<file path="src/rtl/boid_frame_updater.sv">
// boid_frame_updater: rebuilds a boid framebuffer once per frame_start_i.
// Each accepted frame either erases the pixels drawn in the previous frame
// (CLEAR_MODE=0) or wipes the whole screen (CLEAR_MODE=1). It then scans every
// boid through the external x/y/colour mux and plots one pixel per boid.
// Ports:
//   clk_i, rst_i            single clock, synchronous active-high reset
//   frame_start_i           one-cycle rebuild request
//   boid_sel_o              index driving the external boid mux
//   boid_x_i/_y_i/_color_i  selected boid's data (combinational from boid_sel_o)
//   fb_addr_o/_data_o/_we_o framebuffer write port
//   busy_o, done_o          rebuild in progress / one-cycle completion pulse
//   skip_count_o            out-of-bounds boids in the last frame (saturating)
//   overrun_o               sticky: frame_start_i seen while busy
module boid_frame_updater #(
  parameter int unsigned NUM_BOIDS   = 32,
  parameter int unsigned SCREEN_W    = 640,
  parameter int unsigned SCREEN_H    = 480,
  parameter int unsigned ADDR_W      = 19,
  parameter int unsigned COLOR_W     = 1,
  parameter int unsigned CLEAR_MODE  = 0,
  parameter int unsigned CLEAR_COLOR = 0
) (
  input  logic                         clk_i,
  input  logic                         rst_i,
  input  logic                         frame_start_i,
  output logic [$clog2(NUM_BOIDS)-1:0] boid_sel_o,
  input  logic [9:0]                   boid_x_i,
  input  logic [8:0]                   boid_y_i,
  input  logic [COLOR_W-1:0]           boid_color_i,
  output logic [ADDR_W-1:0]            fb_addr_o,
  output logic [COLOR_W-1:0]           fb_data_o,
  output logic                         fb_we_o,
  output logic                         busy_o,
  output logic                         done_o,
  output logic [7:0]                   skip_count_o,
  output logic                         overrun_o
);

  localparam int unsigned IdxW = $clog2(NUM_BOIDS);
  localparam int unsigned CntW = IdxW + 1;

  localparam logic [2:0] StIdle  = 3'd0;
  localparam logic [2:0] StClear = 3'd1;
  localparam logic [2:0] StErase = 3'd2;
  localparam logic [2:0] StDraw  = 3'd3;
  localparam logic [2:0] StFin   = 3'd4;

  localparam logic [ADDR_W-1:0]  ClrLast = ADDR_W'(SCREEN_W * SCREEN_H - 1);
  localparam logic [COLOR_W-1:0] ClrCol  = COLOR_W'(CLEAR_COLOR);

  logic [2:0]           state_q, state_d;
  logic [CntW-1:0]      cnt_q, cnt_d;
  logic [ADDR_W-1:0]    clr_q, clr_d;
  logic [NUM_BOIDS-1:0] valid_q, valid_d;
  logic [ADDR_W-1:0]    addr_q [NUM_BOIDS];
  logic [7:0]           skip_q, skip_d;
  logic                 overrun_q, overrun_d;

  // Boid sampled in the previous draw cycle; its write happens this cycle.
  logic [9:0]           px_q;
  logic [8:0]           py_q;
  logic [COLOR_W-1:0]   pc_q;

  logic [ADDR_W-1:0]    draw_addr;
  logic                 in_bounds;
  logic                 draw_wr;
  logic [IdxW-1:0]      tbl_idx;
  logic                 accept;

  assign draw_addr = ADDR_W'(px_q) + ADDR_W'(SCREEN_W) * ADDR_W'(py_q);
  assign in_bounds = (32'(px_q) < SCREEN_W) && (32'(py_q) < SCREEN_H);
  // Draw cycle 0 only samples; cycles 1..NUM_BOIDS retire boid cnt-1.
  assign draw_wr   = (state_q == StDraw) && (cnt_q != '0);
  assign tbl_idx   = IdxW'(cnt_q - 1'b1);
  assign busy_o    = (state_q == StClear) || (state_q == StErase) || (state_q == StDraw);
  assign accept    = frame_start_i && !busy_o;

  always_comb begin
    state_d   = state_q;
    cnt_d     = cnt_q;
    clr_d     = clr_q;
    valid_d   = valid_q;
    skip_d    = skip_q;
    overrun_d = overrun_q || (frame_start_i && busy_o);

    case (state_q)
      StClear: begin
        if (clr_q == ClrLast) begin
          clr_d   = '0;
          cnt_d   = '0;
          state_d = StDraw;
        end else begin
          clr_d = clr_q + 1'b1;
        end
      end
      StErase: begin
        if (cnt_q == CntW'(NUM_BOIDS - 1)) begin
          cnt_d   = '0;
          state_d = StDraw;
        end else begin
          cnt_d = cnt_q + 1'b1;
        end
      end
      StDraw: begin
        if (draw_wr) begin
          valid_d[tbl_idx] = in_bounds;
          if (!in_bounds && skip_q != 8'hFF) skip_d = skip_q + 8'd1;
        end
        if (cnt_q == CntW'(NUM_BOIDS)) begin
          cnt_d   = '0;
          state_d = StFin;
        end else begin
          cnt_d = cnt_q + 1'b1;
        end
      end
      StFin:   state_d = StIdle;
      StIdle:  state_d = StIdle;
      default: state_d = StIdle;
    endcase

    if (accept) begin
      state_d = (CLEAR_MODE != 0) ? StClear : StErase;
      cnt_d   = '0;
      clr_d   = '0;
      skip_d  = '0;
    end
  end

  always_comb begin
    fb_we_o   = 1'b0;
    fb_addr_o = '0;
    fb_data_o = ClrCol;
    case (state_q)
      StClear: begin
        fb_we_o   = 1'b1;
        fb_addr_o = clr_q;
      end
      StErase: begin
        fb_we_o   = valid_q[cnt_q[IdxW-1:0]];
        fb_addr_o = addr_q[cnt_q[IdxW-1:0]];
      end
      StDraw: begin
        fb_we_o   = draw_wr && in_bounds;
        fb_addr_o = draw_addr;
        fb_data_o = pc_q;
      end
      default: ;
    endcase
  end

  assign boid_sel_o   = (state_q == StDraw) ? cnt_q[IdxW-1:0] : '0;
  assign done_o       = (state_q == StFin);
  assign skip_count_o = skip_q;
  assign overrun_o    = overrun_q;

  always_ff @(posedge clk_i) begin
    if (rst_i) begin
      state_q   <= StIdle;
      cnt_q     <= '0;
      clr_q     <= '0;
      valid_q   <= '0;
      skip_q    <= '0;
      overrun_q <= 1'b0;
    end else begin
      state_q   <= state_d;
      cnt_q     <= cnt_d;
      clr_q     <= clr_d;
      valid_q   <= valid_d;
      skip_q    <= skip_d;
      overrun_q <= overrun_d;
    end
  end

  // Datapath storage needs no reset: valid_q gates every use of addr_q.
  always_ff @(posedge clk_i) begin
    px_q <= boid_x_i;
    py_q <= boid_y_i;
    pc_q <= boid_color_i;
    if (draw_wr && in_bounds) addr_q[tbl_idx] <= draw_addr;
  end

endmodule

</file>
<file path="config.mk">
export PLATFORM = sky130hd
export DESIGN_NAME = boid_frame_updater
export DESIGN_NICKNAME = d
export VERILOG_FILES = /design/src/rtl/boid_frame_updater.sv
export SDC_FILE = /design/constraint.sdc
export NUM_CORES = 1
export LEC_CHECK = 0
export BUFFER_PORTS_ARGS = -buffer_cell sky130_fd_sc_hd__buf_4
export CAP_MARGIN = 20
export CORE_MARGIN = 8
export CORE_UTILIZATION = 50
export CTS_BUF_LIST = sky130_fd_sc_hd__clkbuf_16
export DETAILED_ROUTE_END_ITERATION = 12
export PLACE_DENSITY = 0.73
export SYNTH_ARGS = -nofsm -noshare
export SYNTH_HDL_FRONTEND = slang
export SYNTH_SLANG_ARGS = --single-unit
</file>
<file path="constraint.sdc">
create_clock -name clk_i -period 10.65 [get_ports clk_i]
set_input_delay 1.065 -clock clk_i [delete_from_list [all_inputs] [get_ports clk_i]]
set_output_delay 1.065 -clock clk_i [all_outputs]
set_load 0.01 [all_outputs]
</file>
After elaboration in Yosys (flattened, before gate mapping)

Memory sizes are Yosys's and may differ from the RTL's. A register that Yosys moved wholly into a read port is not among the register bits.
Cells that the tools add are included.

Memories: 1
Flip-flop bits (word level): 89
Memory bits (writable): 608
Output and inout bits: 37

Eq/ne operators: 14
Reduce and logical (&&, ||, !) cells: 20
Mux-type cells: 23
Add/subtract/negate cells: 5
Order comparisons: 5
Multipliers: 1

Memories:

| memory | depth | width | rd ports | clocked after memory_dff | wr ports | line | RTL |
|---|---|---|---|---|---|---|---|
| addr_q | 32    | 19    | 1        | 1                        | 1        | 55   | `logic [ADDR_W-1:0] addr_q [NUM_BOIDS];` |

Operators with widths:

| cell                                                  | number |
|---|---|
| one-hot mux 19 bit (3 select lines)                   | 1 |
| bitwise mux 32 bit                                    | 1 |
| adder 10 x 19 -> 19 bit                               | 1 |
| adder 19 x 1 -> 19 bit, second input constant         | 1 |
| equality test 19 bit, second input constant           | 1 |
| two-way mux 19 bit                                    | 1 |
| two-way mux 6 bit                                     | 3 |
| one-hot mux 6 bit (3 select lines)                    | 1 |
| two-way mux 5 bit                                     | 3 |
| < comparator 5 x 6 -> 1 bit, second input constant    | 2 |
| multiplier 3 x 9 -> 12 bit, first input constant      | 1 |
| < comparator 10 bit, second input constant            | 1 |
| < comparator 9 bit, second input constant             | 1 |
| two-way mux 3 bit                                     | 3 |
| inequality test 3 x 2 -> 1 bit, second input constant | 3 |
| one-hot mux 3 bit (3 select lines)                    | 1 |
| AND reduction 3 bit                                   | 3 |
| adder 8 x 1 -> 8 bit, second input constant           | 1 |
| inequality test 8 bit, second input constant          | 1 |
| logical AND 1 bit                                     | 7 |
| adder 6 x 1 -> 6 bit, second input constant           | 1 |
| equality test 3 x 2 -> 1 bit, second input constant   | 2 |
| equality test 6 x 5 -> 1 bit, second input constant   | 1 |
| equality test 6 bit, second input constant            | 1 |
| 16 further kinds                                      | 26 |

Logic depth before layout (Yosys ltp)

Word-level depth: 7
Gate-level depth with buffers: 10

Worst setup path before layout

Ideal clock, no wire load.

Path type: flip-flop to output port
Start point: reg py_q[1]
End point: out fb_addr_o[17]
Arrival time: 3.480 ns
Setup slack: 6.105 ns
Data required time: 9.585 ns
Cell stages (with the launch flop): 10
Cells stage by stage: dfxtp_1 > ha_1 > ha_1 > fa_1 > a21o_1 > a221oi_1 > xnor2_1 > nand4_1 > xnor2_1 > a221o_1

Cells in the longest elaborated chain, start to end: 3

RTL lines:

| what                                | line | RTL |
|---|---|---|
| start, declared                     | 61   | `logic [8:0] py_q;` |
| start signal, assigned              | 177  | `py_q <= boid_y_i;` |
| multiplier 3 x 9 -> 12 bit          | 70   | `assign draw_addr = ADDR_W'(px_q) + ADDR_W'(SCREEN_W) * ADDR_W'(py_q);` |
| adder 10 x 19 -> 19 bit             | 70   |  |
| via draw_addr[17]                   | 64   | `logic [ADDR_W-1:0] draw_addr;` |
| one-hot mux 19 bit (3 select lines) | 133  | `case (state_q)` |
| end, declared                       | 30   | `output logic [ADDR_W-1:0] fb_addr_o,` |

The timed path passes the listed nets, and every way through them passes these cells.

==> run metrics <==
routed wire length=66,800 µm; max-slew violations=0; Yosys cell types=59; width of the die=252 µm; H-tree depth=3; Vias/cell=6.09; final hold slack=0.471 ns; layout cell share with drive strength beyond 1=29.5%; DP Worst Slack=6.01 ns; largest area contributor in the netlist=edfxtp_1; clock net sink count=702; CTS tree=done; Ports=60; Hold Path Class=flip-flop to flip-flop; outcome=complete, no violations; DR pass1 iterations=5; initial antenna violation count=0; synthesized instance count=1,465; # rows=86; Leak Pwr=10.3 nW; Starting DRT DRC Count=1,703; root buffer cell=clkbuf_16; share of the cycle needed by the critical path after routing=49.2%; Synth Warn #=0; initial core utilization=50.6%; Avg Inst Size Synth=19.1 µm²; Syn-to-layout area delta=14.8%; I/O Buffers=59; crit start category=flip-flop; Syn Nets=1,515; kind of end point of the critical path=output pin; synthesized flop and latch total=702; final setup TNS=0 ns; Die Y=252 µm; Final ANT Viol Nets=0; Via Count=14,600; Seq/Total Area, Yosys=72.0%; final setup violating endpoints=0; Mapped Area=28,000 µm²; Power Density=192 nW/µm²; all-layer global routing usage=21.0%; Clock Skew=0.0291 ns; fraction of registers with async set/reset=0%; WL per Instance=27.9 µm; antenna cell count=0; CP max FO=49; Crit Path Class=flip-flop to output pin; Post-route DRC=0; Post-synth top flop=edfxtp_1; post-layout util=58.1%; vias in the first global route=14,900; # resized after CTS=0; peak supply drop=116 µV; critical path data arrival time=4.17 ns; Max Freq=191 MHz; global-route wire length before repair=98,200 µm; MaxCap Viol Count=0; EDFF count, synth=608; Max clock buf depth=3; core area=55,200 µm²; GPL Wtd Cong=0.841; Reg clk slew, reported paths=0.07 ns; share of the synthesized area in the top cell type=65.3%; fin crit period=5.24 ns; Total Power=6.17 mW; worst endpoint required time=9.59 ns; Nets=1,638; final instance area=32,100 µm²; total gr overflow=0; Post-CTS Setup Bufs=0; Post-CTS Hold Buffers=0; CTS buffer count=71; Placed Area=29,600 µm²; Skew-Pair Late Insertion Delay=0.61 ns; RSZ-0062 raised after global routing=false; top post-synthesis cells by area=edfxtp_1, mux4_2, dfxtp_1; slew margin rel.=21.6%; die area=63,700 µm²; final std cells w/o fill=2,393; Slew @ Worst Pin=1.18 ns; largest net degree at the start of global routing=75; post-DP HPWL=37,100 µm; Post-Place Cells=2,262; Final Hold Viols=0; final worst slack=5.41 ns
==> path summary, 6_finish.rpt <==
kind | cells after the start | endpoint | start | slack [ns]
max | 8 | fb_addr_o[18] | flip-flop | 5.41
max reg2reg | 7 | addr_q[23][3] | cnt_q[0] | 6.21
min | 2 | overrun_o | overrun_o | 0.47
min reg2reg | 2 | overrun_o | overrun_o | 0.47
==> flip-flops by register name, summed over array words and instances (netlist names), named ones only <==
signal / cells
overrun_o: 1
valid_q: 32
px_q: 10
cnt_q: 6
clr_q: 19
pc_q: 1
state_q: 3
addr_q: 608
skip_count_o: 8
py_q: 9
==> metal layers <==
layer	vias to the layer above	routed length (µm)	track usage, %
li1	6185	-	-
met1	7549	26000	28.5
met2	728	32900	34.3
met3	120	6130	3.95
met4	0	1810	6.79
met5	-	0	0
==> worst max-delay path: stages, from the launching register on <==
cell and delay, ns:
dfxtp_4 0.77, buf_4 0.90, mux4_2 0.59, nor2b_1 0.14, a211oi_1 0.28, a21oi_1 0.07
o21a_1 0.22, a221o_1 0.33, buf_4 0.17
==> cells in the final DEF (no fill, tap or decap), drive strengths merged, types with 3 or more instances in the layout <==
cell	n
a211oi	10
a21o	4
a21oi	23
a221o	3
a22oi	29
and2	5
and3	6
and4	4
buf	120
bufinv	11
clkbuf	74
clkinv	22
clkinvlp	6
dfxtp	94
edfxtp	608
ha	25
inv	28
mux2	3
mux2i	20
mux4	193
nand2	47
nand2b	5
nand3	12
nand3b	3
nand4	14
nor2	139
nor2b	9
nor3	5
o211a	3
o211ai	3
o21a	22
o21ai	18
o21bai	3
or2	5
or3	4
xnor2	14
xor2	24
==> synth_stat cells (6+ instances only) <==
master and n:
a22oi_1 29, a211oi_1 9, xnor2_1 14, nand4_1 14
o21ai_0 18, edfxtp_1 608, ha_1 25, mux2i_1 20
clkbuf_1 34, nor2_1 139, and3_1 6, nor2b_1 9
buf_2 17, inv_1 11, xor2_1 24, buf_4 6
dfxtp_1 94, nand2_1 47, mux4_2 193, buf_1 10
nand3_1 12, a21oi_1 22, o21a_1 22
==> final cells by class <==
cell class              count  area (µm²)
repair buffers            120         908
inverters                  11        41.3
clock inverters            56         589
multi-input cells         682        7610
flip-flops and latches    702       20200
clock buffers              74        1850
well taps                 748         936
fillers                  3941       23100
==> cell families after synthesis <==
family,Yosys count,synth area share [%]
compound gates,137,3.46
xor+xnor,38,1.19
fa+ha+maj,27,1.26
buf+inv,81,1.32
flops,702,72.0
mux,216,16.4
simple gates,264,4.33
==> report_power, final <==
part	internal [mW]	total, mW	switching [mW]	leakage [nW]
Clock	1.54	2.60	1.06	1.23
Sequential	3.08	3.10	0.0242	6.23
Combinational	0.185	0.464	0.279	2.79
Total	4.80	6.17	1.37	10.3
Note: power is estimated with default switching activity, not from simulation.
